--- config.mk ---
export PLATFORM = sky130hd
export DESIGN_NAME = apb_bus_master
export DESIGN_NICKNAME = d
export VERILOG_FILES = /design/src/rtl/apb_bus_master.sv
export SDC_FILE = /design/constraint.sdc
export NUM_CORES = 1
export LEC_CHECK = 0
export ABC_AREA = 1
export BUFFER_PORTS_ARGS = -buffer_cell sky130_fd_sc_hd__buf_2
export CORE_ASPECT_RATIO = 1.4
export CORE_MARGIN = 2
export CORE_UTILIZATION = 48
export CTS_CLUSTER_SIZE = 10
export DETAILED_ROUTE_END_ITERATION = 12
export GPL_TIMING_DRIVEN = 1
export HOLD_SLACK_MARGIN = 0.08
export PLACE_DENSITY = 0.83
export RECOVER_POWER = 25
export SLEW_MARGIN = 40
export SYNTH_ARGS = -nofsm -noshare
export SYNTH_HDL_FRONTEND = slang
export SYNTH_SLANG_ARGS = --single-unit
--- constraint.sdc ---
create_clock -name clk -period 2.45 [get_ports clk]
set_input_delay 0.1225 -clock clk [delete_from_list [all_inputs] [get_ports clk]]
set_output_delay 0.1225 -clock clk [all_outputs]
set_load 0.02 [all_outputs]
--- src/rtl/apb_bus_master.sv ---
// Single-outstanding APB requester: valid/ready command in, SETUP/ACCESS on the bus, one-cycle response out.
// Optional ACCESS-phase timeout is compiled in when APB_MASTER_TIMEOUT_EN is defined.
module apb_bus_master #(
    parameter int ADDR_W         = 8,
    parameter int DATA_W         = 8,
    parameter int TIMEOUT_CYCLES = 16
) (
    input  logic              clk,
    input  logic              reset,
    input  logic              cmd_valid,
    output logic              cmd_ready,
    input  logic              cmd_write,
    input  logic [1:0]        cmd_id,
    input  logic [ADDR_W-1:0] cmd_addr,
    input  logic [DATA_W-1:0] cmd_wdata,
    output logic              rsp_valid,
    output logic [DATA_W-1:0] rsp_rdata,
    output logic              rsp_err,
    output logic [1:0]        sel,
    output logic              enable,
    output logic              write,
    output logic [ADDR_W-1:0] addr,
    output logic [DATA_W-1:0] wdata,
    input  logic [DATA_W-1:0] rdata,
    input  logic              ready
);

    typedef enum logic [1:0] {IDLE, SETUP, ACCESS, RESP} state_t;

    state_t state, state_next;
    logic   accept;
    logic   done_ok;
    logic   timed_out;

    if (TIMEOUT_CYCLES < 1 || TIMEOUT_CYCLES > 255) begin : g_bad_timeout
        $error("TIMEOUT_CYCLES must lie in 1..255");
    end

`ifdef APB_MASTER_TIMEOUT_EN
    localparam logic [7:0] TO_LAST = 8'(TIMEOUT_CYCLES - 1);
    logic [7:0] wait_cnt;

    // Abort on the ACCESS cycle that would bring the stall count to TIMEOUT_CYCLES.
    assign timed_out = (state == ACCESS) && !ready && (wait_cnt == TO_LAST);

    always_ff @(posedge clk) begin
        if (reset || state != ACCESS) begin
            wait_cnt <= '0;
        end else if (!ready) begin
            wait_cnt <= wait_cnt + 8'd1;
        end
    end
`else
    assign timed_out = 1'b0;
`endif

    assign accept  = (state == IDLE) && cmd_valid && cmd_ready;
    assign done_ok = (state == ACCESS) && ready;

    always_ff @(posedge clk) begin
        if (reset) begin
            state <= IDLE;
        end else begin
            state <= state_next;
        end
    end

    always_comb begin
        state_next = state;
        case (state)
            IDLE:    if (accept) state_next = (cmd_id == 2'd0) ? RESP : SETUP;
            SETUP:   state_next = ACCESS;
            ACCESS:  if (done_ok || timed_out) state_next = RESP;
            RESP:    state_next = IDLE;
            default: state_next = IDLE;
        endcase
    end

    // Outputs are registered from the next state so cmd_ready stays low through the reset cycle.
    always_ff @(posedge clk) begin
        if (reset) begin
            cmd_ready <= 1'b0;
            sel       <= '0;
            enable    <= 1'b0;
            rsp_valid <= 1'b0;
            rsp_rdata <= '0;
            rsp_err   <= 1'b0;
            write     <= 1'b0;
            addr      <= '0;
            wdata     <= '0;
        end else begin
            cmd_ready <= (state_next == IDLE);
            enable    <= (state_next == ACCESS);
            rsp_valid <= (state_next == RESP);

            if (state_next == SETUP) begin
                sel <= cmd_id;
            end else if (state_next != ACCESS) begin
                sel <= '0;
            end

            if (accept) begin
                write <= cmd_write;
                addr  <= cmd_addr;
                wdata <= cmd_wdata;
            end

            if (accept && cmd_id == 2'd0) begin
                rsp_err   <= 1'b1;
                rsp_rdata <= '0;
            end else if (done_ok) begin
                rsp_err   <= 1'b0;
                rsp_rdata <= write ? '0 : rdata;
            end else if (timed_out) begin
                rsp_err   <= 1'b1;
                rsp_rdata <= '0;
            end
        end
    end

endmodule
==> qor.txt, run 1 <==
CP max FO -> 18
TNS Setup -> 0 ns
Post-CTS Resized -> 0
Synth-to-Final Area Change -> 46.9%
Top-level port count -> 62
Leading area contributor after synthesis -> dfxtp_1
Number of synthesized flops with an enable pin -> 0
Pre-CTS setup slack -> 0.702 ns
Status -> complete, no violations
Placer congestion estimate -> 0.719
# nets final -> 282
Largest net degree at the start of global routing -> 26
WL per Instance -> 12.5 um
Post-Syn Instances -> 162
Clock Pin Slew Worst Setup and Hold Paths -> 0.10 ns
DRT antenna net count -> 0
Power, Total -> 0.00165 W
Die H -> 65.3 um
Synthesized area per cell -> 7.95 um^2
Initial DRC count -> 22
Crit path launch type -> flop
YS warnings -> 0
Mapped Nets -> 195
Row count -> 22
Multi-input logic area -> 537 um^2
Area contributors post-synth -> dfxtp_1, nand2_1, a21oi_1
Worst rel slew slack -> 69.8%
Final min period -> 1.75 ns
RSZ-0062 raised after global routing -> false
Initial Utilization -> 49.8%
Most frequent cells in the layout -> nand2_1, buf_2, dfxtp_1, a21oi_1, dlygate4sd3_1
Clock latency at the later pin of the worst-skew pair -> 0.32 ns
All-Layer GR Usage -> 25.2%
Most common cell after layout, fill and taps aside -> nand2_1
Crit. End Element -> flop
Non-filler cells, final -> 285
Htree depth -> 2
Pwr dens -> 873 mW/mm^2
Die width -> 47.8 um
Critical path data required time -> 2.65 ns
Pre-antenna DRT Iters -> 5
WS Path Type -> flop to flop
Prevailing post-synth register cell -> dfxtp_1
Async SR Flop Fraction -> 0%
Register Area -> 661 um^2
First-pass GRT wire length -> 5590 um
Area of the mapped netlist -> 0.00129 mm^2
LEAKAGE -> 0.833 nW
Dpl cells -> 253
Root buf cell -> clkbuf_4
Hold crit path type -> primary input to flop
Fmax -> 570 MHz
Routed WL -> 3570 um
Post-route DRC -> 0
Fin util -> 73.1%
WP data arrival -> 1.95 ns
Core ar. -> 0.00259 mm^2
CTS tree -> yes
Inserted Diodes -> 0
Synthesis-stage register bit count -> 33
Deepest clock path buffer count -> 2
Final worst path period share -> 71.6%
MaxCap Viol Count -> 0
Full die area -> 0.00312 mm^2
I/O Buffers -> 61
Area fraction of the dominant cell type after synthesis -> 51.3%
Worst r2r src -> state[1]
Final Hold Viols -> 0
PnR worst setup slack -> 0.697 ns
Fillers -> 221
Worst IR Drop VDD -> 0.000716 V
Crit path launch -> state[1]
Vias in the first global route -> 1363
Yosys cell types -> 22
Hold path start -> cmd_id[0]
Initial antenna violation count -> 0
Seq/Total Area, Yosys -> 51.3%
Vias per Instance -> 4.92
Least-Margin Pin Slew -> 0.453 ns
Layout cell share with drive strength beyond 1 -> 25.3%
CTS Sinks -> 33
Post-CTS Setup Bufs -> 0
Count of pins over their slew limit -> 0
CTS buffer count -> 5
Hpwl dp -> 2250 um
Routed via count -> 1402
GR Overflow Total -> 0
Clock Skew -> 0.00930 ns
Final setup viols -> 0
## sequential cells by signal, summed over array words and instances (netlist names)
signal and cells:
addr 8, rsp_rdata 8, wdata 8, sel 2
state 2, cmd_ready 1, enable 1, rsp_err 1
rsp_valid 1, write 1
## routing by layer
layer	GRT usage, %	share of wire [%]
met1	23.8	36
met2	47.5	56
met3	6.59	6.9
met4	9.12	1.1
met5	0	0
## path summary, 6_finish.rpt
| kind | cells after the start | endpoint | slack [ns] |
|---|---|---|---|
| worst min-delay path | 3 | sel[0] | 0.11 |
| worst max-delay path | 7 | rsp_rdata[3] | 0.70 |
| worst max register to register | 7 | rsp_rdata[3] | 0.70 |
| worst min register to register | 2 | rsp_rdata[5] | 0.47 |
## cell families after synthesis
logic type,share of synthesized area [%]
AOI/OAI and AO/OA,11.2
adders and majority gates,1.94
buffers and inverters,7.00
DFF,51.3
and+or+nand+nor,28.6
## cell type report
class                   instances  area share (%)
clock buffers                   7            2.91
inverters                      13            2.71
multi-input cells             109            28.4
flip-flops and latches         33            34.9
well taps                      36            2.38
repair buffers                 87            28.7
## worst max-delay path, cell delays in order, from the launching register on
cell,delay (ns)
dfxtp_1,0.33
inv_1,0.11
ha_1,0.26
nand2_1,0.11
nor2_4,0.34
nand3_1,0.16
nand2_1,0.25
a21oi_1,0.08
## stage by stage
stage	hold WS, ns	area, um^2
after floorplan	0.265	1290
after global placement	0.373	1610
after detailed placement	0.379	1610
after CTS	0.104	1910
after global routing	0.105	1890
final	0.109	1890
## report_power, final
group	internal (W)	leakage, nW	switching, W
clock network	0.000135	0.0314	0.000166
registers	0.000632	0.268	0.0000480
logic	0.000220	0.534	0.000450
## timing repair
action                                  CTS  global route
endpoints found under the setup margin    0             0
hold buffers                             25             0
endpoints found under the hold margin    25             0
## cell usage after synthesis (2+ instances only)
master	number
nand2_1	53
dfxtp_1	33
a21oi_1	26
inv_1	11
nand3_1	10
clkbuf_1	4
nor2_1	4
ha_1	2
nand2_2	2
nand2_4	2
nand3_2	2
nand4_1	2
nor3_2	2
(Power assumes the default switching activity.)
==> inputs of run 2 (changes only) <==
--- a/config.mk
+++ b/config.mk
@@ -5,16 +5,16 @@
 export SDC_FILE = /design/constraint.sdc
 export NUM_CORES = 1
 export LEC_CHECK = 0
-export ABC_AREA = 1
+export ABC_AREA = 0
 export BUFFER_PORTS_ARGS = -buffer_cell sky130_fd_sc_hd__buf_2
 export CORE_ASPECT_RATIO = 1.4
 export CORE_MARGIN = 2
-export CORE_UTILIZATION = 48
+export CORE_UTILIZATION = 40
 export CTS_CLUSTER_SIZE = 10
 export DETAILED_ROUTE_END_ITERATION = 12
 export GPL_TIMING_DRIVEN = 1
 export HOLD_SLACK_MARGIN = 0.08
-export PLACE_DENSITY = 0.83
+export PLACE_DENSITY = 0.74
 export RECOVER_POWER = 25
 export SLEW_MARGIN = 40
 export SYNTH_ARGS = -nofsm -noshare
==> constraint.sdc (replaced) <==
create_clock -name clk -period 1.5 [get_ports clk]
set_input_delay 0.075 -clock clk [delete_from_list [all_inputs] [get_ports clk]]
set_output_delay 0.075 -clock clk [all_outputs]
set_load 0.02 [all_outputs]
==> run 2 against run 1 <==
Against the previous run:
- core utilization down 12 points
- power up 70%
- hold slack worse by 0.017 ns
- setup slack worse by 0.59 ns
- sequential power up 63%
- cell count down 3.9%
- clock skew down 0.0067 ns
==> qor.txt, run 2 <==
Core ar. -> 0.00309 mm^2
Dpl cells -> 247
Prevailing post-synth register cell -> dfxtp_1
All-Layer GR Usage -> 18.4%
Inserted Diodes -> 0
Count leader, synth -> nand2_1
Fin util -> 61.6%
Vias per Instance -> 4.69
Worst rel slew slack -> 75.8%
Least-Margin Pin Slew -> 0.353 ns
Worst IR Drop VDD -> 0.00113 V
Mapped Nets -> 185
CTS Sinks -> 33
Synthesis-stage register bit count -> 33
Pwr dens -> 1470 mW/mm^2
Critical path data required time -> 1.71 ns
WL per Instance -> 11.7 um
Post-route DRC -> 0
Die width -> 51.9 um
Area fraction of the dominant cell type after synthesis -> 51.4%
Top-level port count -> 62
Clock Skew -> 0.00256 ns
Routed WL -> 3190 um
Seq/Total Area, Yosys -> 51.4%
Non-filler cells, final -> 274
Most frequent cells in the layout -> buf_2, nand2_1, dfxtp_1, a21oi_1, dlygate4sd3_1
Crit path launch type -> primary input
Area of the mapped netlist -> 0.00128 mm^2
Post-Syn Instances -> 152
Initial Utilization -> 41.5%
Crit. End Element -> flop
Regs by FF count -> addr: 8 flops, rsp_rdata: 8 flops, wdata: 8 flops
Placer congestion estimate -> 0.740
Pre-antenna DRT Iters -> 5
Final worst path period share -> 92.9%
I/O Buffers -> 61
RSZ-0062 raised after global routing -> false
Fillers -> 297
Commonest cells in the synthesized netlist -> nand2_1, dfxtp_1, a21oi_1, nor2_1, nor3b_1
DRT antenna net count -> 0
First-pass GRT wire length -> 5060 um
Most common cell after layout, fill and taps aside -> buf_2
Largest net degree at the start of global routing -> 22
CTS buffer count -> 5
YS warnings -> 0
CTS tree -> yes
Async SR Flop Fraction -> 0%
Row count -> 24
Yosys cell types -> 22
Synthesized area per cell -> 8.45 um^2
Final Hold Viols -> 0
Area contributors post-synth -> dfxtp_1, a21oi_1, nand2_1
Number of synthesized flops with an enable pin -> 0
Htree depth -> 2
Count of pins over their slew limit -> 0
Leading area contributor after synthesis -> dfxtp_1
GR Overflow Total -> 0
Final min period -> 1.39 ns
Clock latency at the later pin of the worst-skew pair -> 0.27 ns
Hpwl dp -> 2110 um
LEAKAGE -> 0.812 nW
Vias in the first global route -> 1218
# nets final -> 267
Status -> complete, no violations
Root buf cell -> clkbuf_8
Final setup viols -> 0
WS Path Type -> primary input to flop
Hold crit path type -> primary input to flop
Layout cell share with drive strength beyond 1 -> 28.1%
WP data arrival -> 1.60 ns
Clock Pin Slew Worst Setup and Hold Paths -> 0.06 ns
Initial antenna violation count -> 0
Fmax -> 717 MHz
Routed via count -> 1286
Initial DRC count -> 22
Synth-to-Final Area Change -> 48.3%
Full die area -> 0.00369 mm^2
Register-to-register setup slack -> 0.14 ns
CP max FO -> 3
MaxCap Viol Count -> 0
Deepest clock path buffer count -> 2
Die H -> 71.1 um
## run 2: cells by family after synthesis
kind of cell / after synthesis / share of synthesized area (%)
simple gates: 69 / 24.2
fa+ha+maj: 2 / 1.95
buf+inv: 12 / 4.77
flops: 33 / 51.4
compound gates: 33 / 15.2
mux: 3 / 2.43
## run 2: cell type report
type                            instances  area (um^2)  share of cell area, %
Inverter                                3         11.3                  0.591
Timing Repair Buffer                   84          505                   26.5
Tap cell                               39         48.8                   2.56
Multi-Input combinational cell        107          576                   30.2
Clock buffer                            7         96.3                   5.06
Sequential cell                        33          663                   34.8
Clock inverter                          1         5.00                  0.263
## run 2: power by group
group	switching, W	internal (W)	total (W)
logic	0.000591	0.000411	0.00100
clock network	0.000288	0.000414	0.000702
registers	0.0000868	0.00102	0.00111
total	0.000966	0.00184	0.00281
## run 2: critical path, cell delays in order
cell,delay (ns)
dlygate4sd3_1,0.53
buf_2,0.13
or2_2,0.31
a221oi_4,0.32
nand3_1,0.11
a21oi_1,0.13
## run 2: metrics by stage
step	setup slack [ns]	instance area [um^2]	total power, W	hold WS, ns	setup TNS, ns
finish	0.106	1910	0.00281	0.0927	0
global placement	0.161	1630	0.00209	0.294	0
floorplan	-0.00156	1300	0.00185	0.144	-0.00313
CTS	0.113	1930	0.00286	0.0821	0
detailed placement	0.138	1630	0.00211	0.300	0
global route	0.0284	1910	0.00300	0.0977	0
## run 2: worst paths after layout
check / startpoint / to / depth (start not counted)
worst max register to register: state[1] / sel[1] / 6
worst min register to register: rsp_err / rsp_err / 2
worst max-delay path: cmd_id[0] / sel[1] / 6
worst min-delay path: cmd_id[1] / sel[1] / 3
## run 2: metal layers
layer | GRT usage (%) | part of all wire (%) | vias up
li1 | - | - | 670
met5 | 0 | 0 | -
met3 | 5.27 | 5.5 | 8
met2 | 33.8 | 52 | 45
met1 | 18.6 | 40 | 563
met4 | 7.60 | 2.2 | 0
## run 2: what timing repair did
item	4_1_cts	5_1_grt
gates resized for setup	0	0
setup buffers	0	0
endpoints found under the hold margin	19	0
hold buffers	19	0
